File: src/rtl/fetch_redirect_arbiter_pkg.sv
// Shared definitions for the IF-stage fetch redirect arbiter: reset PC,
// FSM encodings and the redirect target priority mux.
package fetch_redirect_arbiter_pkg;

  localparam logic [31:0] STARTPOINT  = 32'hBFC0_0000;
  localparam int          SINGLE_WORD = 32;

  typedef enum logic [1:0] {
    FETCH = 2'd0,
    HOLD  = 2'd1,
    REDIR = 2'd2
  } fetch_state_e;

  // Exception beats mispredict flush, which beats BSC diff correction.
  function automatic logic [SINGLE_WORD-1:0] redirect_target(
    input logic                   exc_valid,
    input logic [SINGLE_WORD-1:0] exc_pc,
    input logic                   flush_valid,
    input logic [SINGLE_WORD-1:0] flush_pc,
    input logic [SINGLE_WORD-1:0] diff_pc
  );
    if (exc_valid)        return exc_pc;
    else if (flush_valid) return flush_pc;
    else                  return diff_pc;
  endfunction

endpackage

File: src/rtl/fetch_redirect_arbiter_tracker.sv
// In-flight I-Cache request tracker: counts accepted-but-unanswered requests
// and how many of them must be dropped after a redirect.
module fetch_inflight_tracker #(
  parameter int MAX_OUTST = 2,
  parameter int CNT_W     = 2
) (
  input  logic             clk,
  input  logic             rst,
  input  logic             accept_i,
  input  logic             resp_valid_i,
  input  logic             redirect_i,
  output logic             resp_keep_o,
  output logic             full_o,
  output logic [CNT_W-1:0] outst_o
);

  logic [CNT_W-1:0] outst_q, outst_d;
  logic [CNT_W-1:0] squash_q, squash_d;
  logic [CNT_W:0]   sum;

  always_comb begin
    sum = {1'b0, outst_q} + {{CNT_W{1'b0}}, accept_i};
    if (resp_valid_i && sum != '0) sum = sum - (CNT_W+1)'(1);
    if (sum > (CNT_W+1)'(MAX_OUTST)) outst_d = CNT_W'(MAX_OUTST);
    else                             outst_d = sum[CNT_W-1:0];
  end

  // Everything still in flight after this cycle belongs to the old path.
  always_comb begin
    squash_d = squash_q;
    if (redirect_i)                         squash_d = outst_d;
    else if (resp_valid_i && squash_q != '0) squash_d = squash_q - CNT_W'(1);
  end

  always_ff @(posedge clk) begin
    if (!rst) begin
      outst_q  <= '0;
      squash_q <= '0;
    end else begin
      outst_q  <= outst_d;
      squash_q <= squash_d;
    end
  end

  assign resp_keep_o = resp_valid_i && (squash_q == '0);
  assign full_o      = (outst_q >= CNT_W'(MAX_OUTST));
  assign outst_o     = outst_q;

  resp_without_request: assert property (
    @(posedge clk) disable iff (!rst) resp_valid_i |-> (outst_q != '0 || accept_i)
  );

endmodule

File: src/rtl/fetch_redirect_arbiter.sv
// IF-stage fetch PC sequencer: picks the next fetch PC by redirect priority,
// drives the I-Cache index request and flags stale responses.
module fetch_redirect_arbiter
  import fetch_redirect_arbiter_pkg::*;
#(
  parameter logic [31:0] RESET_PC  = STARTPOINT,
  parameter int          MAX_OUTST = 2,
  parameter int          CNT_W     = 2
) (
  input  logic                   clk,
  input  logic                   rst,
  input  logic                   exc_valid_i,
  input  logic [SINGLE_WORD-1:0] exc_pc_i,
  input  logic                   flush_valid_i,
  input  logic [SINGLE_WORD-1:0] flush_pc_i,
  input  logic                   diff_valid_i,
  input  logic [SINGLE_WORD-1:0] diff_pc_i,
  input  logic [SINGLE_WORD-1:0] pred_pc_i,
  input  logic                   stop_fetch_i,
  output logic                   req_o,
  output logic [SINGLE_WORD-1:0] req_pc_o,
  input  logic                   req_ok_i,
  input  logic                   resp_valid_i,
  output logic                   resp_keep_o,
  output logic [CNT_W-1:0]       outst_o,
  output logic                   redirecting_o
);

  fetch_state_e           state_q, state_d;
  logic [SINGLE_WORD-1:0] pc_q, pc_d;
  logic                   redirect, accept, full, req, keep;

  assign redirect = exc_valid_i | flush_valid_i | diff_valid_i;
  assign accept   = req && req_ok_i;

  fetch_inflight_tracker #(
    .MAX_OUTST (MAX_OUTST),
    .CNT_W     (CNT_W)
  ) u_tracker (
    .clk          (clk),
    .rst          (rst),
    .accept_i     (accept),
    .resp_valid_i (resp_valid_i),
    .redirect_i   (redirect),
    .resp_keep_o  (keep),
    .full_o       (full),
    .outst_o      (outst_o)
  );

  always_ff @(posedge clk) begin
    if (!rst) begin
      state_q <= FETCH;
      pc_q    <= RESET_PC;
    end else begin
      state_q <= state_d;
      pc_q    <= pc_d;
    end
  end

  // A redirect wins over a same-cycle accept; the accepted index is stale.
  always_comb begin
    state_d = state_q;
    pc_d    = pc_q;
    if (redirect) begin
      state_d = REDIR;
      pc_d    = redirect_target(exc_valid_i, exc_pc_i, flush_valid_i, flush_pc_i, diff_pc_i);
    end else begin
      if (accept) pc_d = pred_pc_i;
      case (state_q)
        FETCH:   if (stop_fetch_i) state_d = HOLD;
        HOLD:    if (!stop_fetch_i) state_d = FETCH;
        REDIR:   if (accept) state_d = FETCH;
        default: state_d = FETCH;
      endcase
    end
  end

  // REDIR ignores stop_fetch: the instruction queue is being flushed anyway.
  always_comb begin
    req = 1'b0;
    case (state_q)
      FETCH:   req = !stop_fetch_i && !full;
      REDIR:   req = !full;
      default: req = 1'b0;
    endcase
    req = req && rst;
  end

  assign req_o         = req;
  assign req_pc_o      = pc_q;
  assign resp_keep_o   = keep && rst;
  assign redirecting_o = (state_q == REDIR);

endmodule

File: config.mk
export PLATFORM = sky130hd
export DESIGN_NAME = fetch_redirect_arbiter
export DESIGN_NICKNAME = d
export VERILOG_FILES = /design/src/rtl/fetch_redirect_arbiter_pkg.sv /design/src/rtl/fetch_redirect_arbiter_tracker.sv /design/src/rtl/fetch_redirect_arbiter.sv
export SDC_FILE = /design/constraint.sdc
export NUM_CORES = 1
export LEC_CHECK = 0
export CAP_MARGIN = 20
export CORE_MARGIN = 5
export CORE_UTILIZATION = 35
export CTS_BUF_LIST = sky130_fd_sc_hd__clkbuf_16
export DETAILED_ROUTE_END_ITERATION = 7
export GPL_ROUTABILITY_DRIVEN = 1
export PLACE_DENSITY = 0.82
export SYNTH_ARGS = -nofsm -noshare
export SYNTH_HDL_FRONTEND = slang
export SYNTH_SLANG_ARGS = --single-unit
File: constraint.sdc
create_clock -name clk -period 3.6 [get_ports clk]
set_input_delay 0.72 -clock clk [delete_from_list [all_inputs] [get_ports clk]]
set_output_delay 0.72 -clock clk [all_outputs]
set_load 0.02 [all_outputs]
==> results of run 1 <==
-- synth_stat cells, drive strengths merged --
cell type / count / share of area, %
inv: 16 / 2.5
buf: 18 / 4.9
a21boi: 1 / 0.31
xnor2: 1 / 0.36
a221o: 9 / 3.7
ha: 6 / 3.1
nor3: 1 / 0.21
nor4: 1 / 0.26
o31a: 1 / 0.36
nand4b: 1 / 0.36
nand4: 1 / 0.52
dfxtp: 38 / 31
a31oi: 9 / 2.3
nand2: 60 / 9.4
and3: 2 / 0.52
and2: 2 / 0.52
a21oi: 48 / 11
a32oi: 1 / 0.36
a221oi: 8 / 2.9
clkbuf: 11 / 1.7
or3: 1 / 0.26
nor2: 13 / 2.0
nand2b: 1 / 0.26
o211ai: 24 / 7.4
o21ai: 24 / 5.0
nor3b: 1 / 0.31
nor2b: 29 / 7.6
-- state kept, by name, summed over array words and instances (netlist names) --
signal / flops
u_tracker.squash_q: 2
state_q: 2
req_pc_o: 32
u_tracker.outst_o: 2
-- area by class of cell --
type	instances	share of cell area, %
timing repair buffer	181	42.0
multi-input combinational	245	33.4
sequential	38	17.7
clock buffer	5	2.91
tap	80	2.33
inverter	16	1.40
clock inverter	3	0.291
-- cell families after synthesis --
| logic type | Yosys count |
|---|---|
| DFF | 38 |
| and+or+nand+nor | 113 |
| xor gates and xnor gates | 1 |
| adders and majority gates | 6 |
| AOI/OAI and AO/OA | 125 |
| buffers and inverters | 45 |
-- layout by cell type, fill, tap and decap left out --
cell,netlist,final
or3_1,1,1
o31a_1,1,1
a221o_1,9,9
and3_1,2,2
clkinv_2,0,1
a21oi_1,39,39
nor2b_1,28,28
nor2_1,13,13
nand4b_1,1,1
a21boi_0,1,1
nor3_1,1,1
buf_4,2,8
o21ai_0,24,24
clkinv_1,0,1
inv_2,1,1
clkbuf_16,0,5
buf_16,0,1
and2_1,2,2
nor2b_2,1,1
nand2b_1,1,1
ha_1,6,6
nand4_2,1,1
nand2_1,59,59
nor4_1,1,1
a221oi_1,8,8
dfxtp_1,38,38
nand2_2,1,1
buf_2,11,1
a21oi_2,9,9
inv_1,15,16
a31oi_1,9,9
a32oi_1,1,1
clkdlybuf4s50_1,0,171
nor3b_1,1,1
o211ai_1,24,24
xnor2_1,1,1
-- path summary, 6_finish.rpt --
check | start | endpoint | slack, ns | cells past startpoint
max | stop_fetch_i | req_o | 0.56 | 5
min | req_pc_o[30] | req_pc_o[30] | 0.45 | 2
max reg2reg | u_tracker.outst_o[1] | u_tracker.squash_q[1] | 1.30 | 12
min reg2reg | req_pc_o[30] | req_pc_o[30] | 0.45 | 2
-- report_power, final --
group / total [mW] / leakage [nW] / switching, mW / internal [mW]
Combinational: 0.484 / 1.28 / 0.213 / 0.271
Sequential: 0.480 / 0.316 / 0.0213 / 0.459
Clock: 0.406 / 0.0724 / 0.156 / 0.250
-- stage by stage --
stage,instances,hold slack [ns],power [mW]
finish,568,0.447,1.37
global route,568,0.473,1.45
CTS,567,0.452,1.39
detailed placement,559,0.444,0.974
global placement,559,0.435,0.960
floorplan,328,0.523,0.711
-- per-layer routing --
metal / vias up / share of wire (%) / track usage, %
li1: 1473 / - / -
met1: 1320 / 38 / 20.6
met2: 120 / 52 / 38.0
met3: 4 / 8.7 / 5.39
met4: 0 / 0.69 / 3.91
met5: - / 0 / 0
-- worst reg2reg max path, cell delays in order (launching register included) --
cell and delay (ns):
dfxtp_1 0.44, nor2b_2 0.08, nand4_2 0.11, inv_2 0.05, ha_1 0.20, ha_1 0.33
inv_1 0.05, ha_1 0.18, ha_1 0.28, nand4b_1 0.11, o31a_1 0.17, nand2_1 0.05
a21boi_0 0.18
==> metrics.txt, run 1 <==
status complete, no violations; Worst-Margin Slew between 0.4 and 0.5 ns; Bufs and invs on worst path 2; core area a little under 7000 um^2; complex-gate fraction of the synthesized area 33.7%; critical path type in -> out; initial antenna violation count 0; largest net degree at the start of global routing 45; Syn Area/Cell 7.37 um^2; Initial Util 35.8%; clock tree root buffer cell clkbuf_16; CP max stage delay 0.60 ns; multi-input logic area 1440 um^2; Leak Pwr 1.67 nW; drt wl/cell approximately 16 um; synthesized flop and latch total 38; CTS tree done; setup slack at placement 0.446 ns; H-tree depth 2; Post-Synth XOR/XNOR Area 0.362%; clock-pin slew on the worst setup and hold paths 0.06 ns; Worst-Skew Late Latency 0.27 ns; synth unique cells 34; FMAX 329 MHz; Finished Core Util a little under two thirds; gr usage total approximately a fifth; max_cap viols 0; slew margin rel. 70.5%; initial drt markers 85; crit path capture type primary output; worst setup margin 0.559 ns; Slew Limit Fails 0; setup bufs post-CTS 0; largest family of logic cells by synthesized area compound AO/OA/AOI/OAI gates; Pre-antenna DRT Iters 4; unrepaired setup endpoints after global routing false; CP top delay family buffers and inverters; vias in the first global route 2911; vias post-DR slightly below 3000; Die Ht 93.1 um; hpwl dp just under 7000 um; routed wire length between 8000 and 9000 um; Final nets around 630; global-route wire length before repair approximately 14000 um; Vias/cell 5.14; Seq/Total Area, Yosys around a third; deepest clock path buffer count 2; worst hold path class reg -> reg; Post-CTS Hold Buffers 0; peak fanout along the critical path 4; row count 30; grt ovf 0; Synth Warn # 0; Fin. Hold Viols 0; Storage cell area 761 um^2; CP startpoint kind input pin; CP dominant cell by count clkdlybuf4s50_1; Die ar. 8670 um^2; DRC viols 0; maximum vdd drop between 0.00015 and 0.0002 V; Inserted Clock Buffers 5; final antenna-violating net count 0; Post-CTS Resized 0; Die Wd 93.1 um; PwrDens 319 nW/um^2; Final Cell Area 4300 um^2; ant diodes 0; mapped cell area 2420 um^2; io pins 173; Port Buffers 172; Final setup viols 0; simple-gate area share of the yosys netlist between 20 and 25%; adder-cell share of the synthesized area roughly 3.1%; Final GP Congestion 0.828; area delta synth->final 77.8%; Cells after Synth 328; layout cell share with drive strength beyond 1 5.94%; crit path DAT about 2.3 ns; FILL cells roughly 620; crit path cell chain clkdlybuf4s50_1 -> nand2b_1 -> nor3b_1 -> and2_1 -> clkdlybuf4s50_1; mux cell area share after synthesis 0%; final worst path period need 3.04 ns; WP data required 2.88 ns; Post-Syn Nets 470; Setup TNS 0 ns; Tcrit/Tclk final 84.5%; Crit-path slowest cell clkdlybuf4s50_1; Worst Clk Skew 0.00368 ns; placement-stage cell area roughly 4100 um^2; CTS Sinks 38
Power figures use the tool's default switching activity.
==> run 2, diff against run 1 <==
- clock period: 3.6 -> 3.15 ns (I/O delays scaled with it)
==> metrics.txt, run 2 (synthesis results as in run 1) <==
worst hold path class reg -> reg; row count 30 (unchanged); R2R setup slack 0.90 ns (-0.40 ns); fin cells 568 (unchanged); Slew Limit Fails 0 (unchanged); maximum vdd drop 0.000184 V (+11%); CTS Sinks 38 (unchanged); hold path cells 2 (unchanged); gr usage total 20.6% (+1.2 points); area delta synth->final 78.7%; worst setup margin 0.291 ns (-0.268 ns); most frequent cells in the layout clkdlybuf4s50_1 (171), nand2_1 (59), a21oi_1 (39); CP top delay family buffers and inverters; Crit-path slowest cell clkdlybuf4s50_1; layout cell share with drive strength beyond 1 6.15% (+0.20 points); Final GP Congestion 0.825 (-0.36%); setup bufs post-CTS 0 (unchanged); status complete, no violations; routed wire length 9150 um (+2.2%); Die Ht 93.1 um (unchanged); slew margin rel. 61.2% (-9.3 points); clock tree root buffer cell clkbuf_16; Reg2Reg Depth 12 (unchanged); Vias/cell 5.13 (about the same); vias post-DR 2916 (-0.034%); Bufs and invs on worst path 2 (unchanged); CP dominant cell by count clkdlybuf4s50_1; DRC viols 0 (unchanged); crit path cell chain clkdlybuf4s50_1 -> nand2b_1 -> nor3b_1 -> and2_1 -> clkdlybuf4s50_1; hold path start req_pc_o[31]; PwrDens 383 nW/um^2 (+20%); worst hold slack 0.446 ns (-0.00186 ns); Reg-to-Reg End u_tracker.squash_q[1]; initial antenna violation count 0 (unchanged); Port Buffers 172 (unchanged); deepest clock path buffer count 2 (unchanged); FMAX around 350 MHz; Post-CTS Resized 0 (unchanged); critical path type in -> out; Worst-Margin Slew 0.583 ns (+0.140 ns); grt ovf 0 (unchanged); Inserted Clock Buffers 5 (unchanged); final antenna-violating net count 0 (unchanged); Die Wd 93.1 um (unchanged); Worst Clk Skew 0.00356 ns (-0.000123 ns); Worst Setup SP stop_fetch_i; unrepaired setup endpoints after global routing false; CTS tree done; hpwl dp 7090 um (+2.0%); Critical R2R Launch state_q[1]; initial drt markers 77 (-9.4%); ant diodes 0 (unchanged); commonest non-fill, non-tap cell in the layout clkdlybuf4s50_1; max reg flops 32 (unchanged); WP data required 2.52 ns (-0.36 ns); Final setup viols 0 (unchanged); peak fanout along the critical path 4 (unchanged); FILL cells 603 (-2.9%); global-route wire length before repair 14300 um (+5.5%); max_cap viols 0 (unchanged); final worst path period need 2.86 ns; Final nets 630 (+0.16%); Worst-Skew Late Latency 0.27 ns (about the same); drt wl/cell 16.1 um (+2.2%); Leak Pwr 1.68 nW (+0.38%); vias in the first global route 2969 (+2.0%); Placed Cells 561 (+0.36%); CP startpoint kind input pin; H-tree depth 2 (unchanged); crit path DAT 2.23 ns (-0.09 ns); crit path capture type primary output; Setup TNS 0 ns (unchanged); Tcrit/Tclk final 90.8%; largest net degree at the start of global routing 66 (+47%); Initial Util 35.8% (unchanged); core area 6760 um^2 (unchanged); CP max stage delay 0.59 ns (about the same); Power Total 1.66 mW (+21%); Post-CTS Hold Buffers 0 (unchanged); Pre-antenna DRT Iters 4 (unchanged); Die ar. 8670 um^2 (unchanged); Hold Path End req_pc_o[31]; io pins 173 (unchanged); Fin. Hold Viols 0 (unchanged); clock-pin slew on the worst setup and hold paths 0.06 ns (about the same); setup slack at placement 0.200 ns (-0.246 ns)
[run 2: changes by cell type in the layout (fill, tap and decap cells not counted)]
cell / change
bufinv_16: +1
inv_1: -1
clkinv_2: -1
buf_12: +1
buf_16: -1
buf_4: +1
[run 2: final cells by class]
| cell class | instances | area, um^2 | share of cell area, % |
|---|---|---|---|
| clock buffer | 5 | 125 | 2.90 |
| clock inverter | 2 | 33.8 | 0.782 |
| inverter | 16 | 60.1 | 1.39 |
| multi-input combinational | 245 | 1440 | 33.3 |
| sequential | 38 | 761 | 17.6 |
| tap | 80 | 100 | 2.32 |
| timing repair buffer | 182 | 1800 | 41.7 |
[run 2: power by group]
part	internal, mW	switching, mW	total, mW	leakage (nW)
Combinational	0.311	0.247	0.558	1.28
Sequential	0.524	0.0252	0.550	0.316
Clock	0.366	0.183	0.549	0.0773
[run 2: tightest hold or removal path, delay by kind of cell (launching register included)]
family | cells | cell delay [ns]
DFF | 1 | 0.30
and+or+nand+nor | 1 | 0.05
AOI/OAI and AO/OA | 1 | 0.04
[run 2: per-stage QoR]
step                cell area (um^2)  utilization (%)
global route                    4320             64.0
floorplan                       2420                -
CTS                             4320             64.0
global placement                4160             61.6
detailed placement              4160             61.6
finish                          4320             64.0
[run 2: how the worst max path moves through the flow]
stage                       endpoint  slack [ns]  depth (start not counted)
2_1_floorplan  u_tracker.squash_q[1]        0.51                         13
3_3_place_gp   u_tracker.squash_q[1]        0.30                         13
3_5_place_dp   u_tracker.squash_q[1]        0.20                         13
4_1_cts                        req_o        0.31                          5
5_1_grt                        req_o        0.25                          5
6_report                       req_o        0.29                          5
[run 2: metal layers]
metal	vias to the layer above	global-route usage, %	part of all wire, %
met5	-	0	0
met4	0	6.59	1.7
met3	12	6.19	8.0
met2	112	37.8	52
met1	1319	22.6	39
li1	1473	-	-
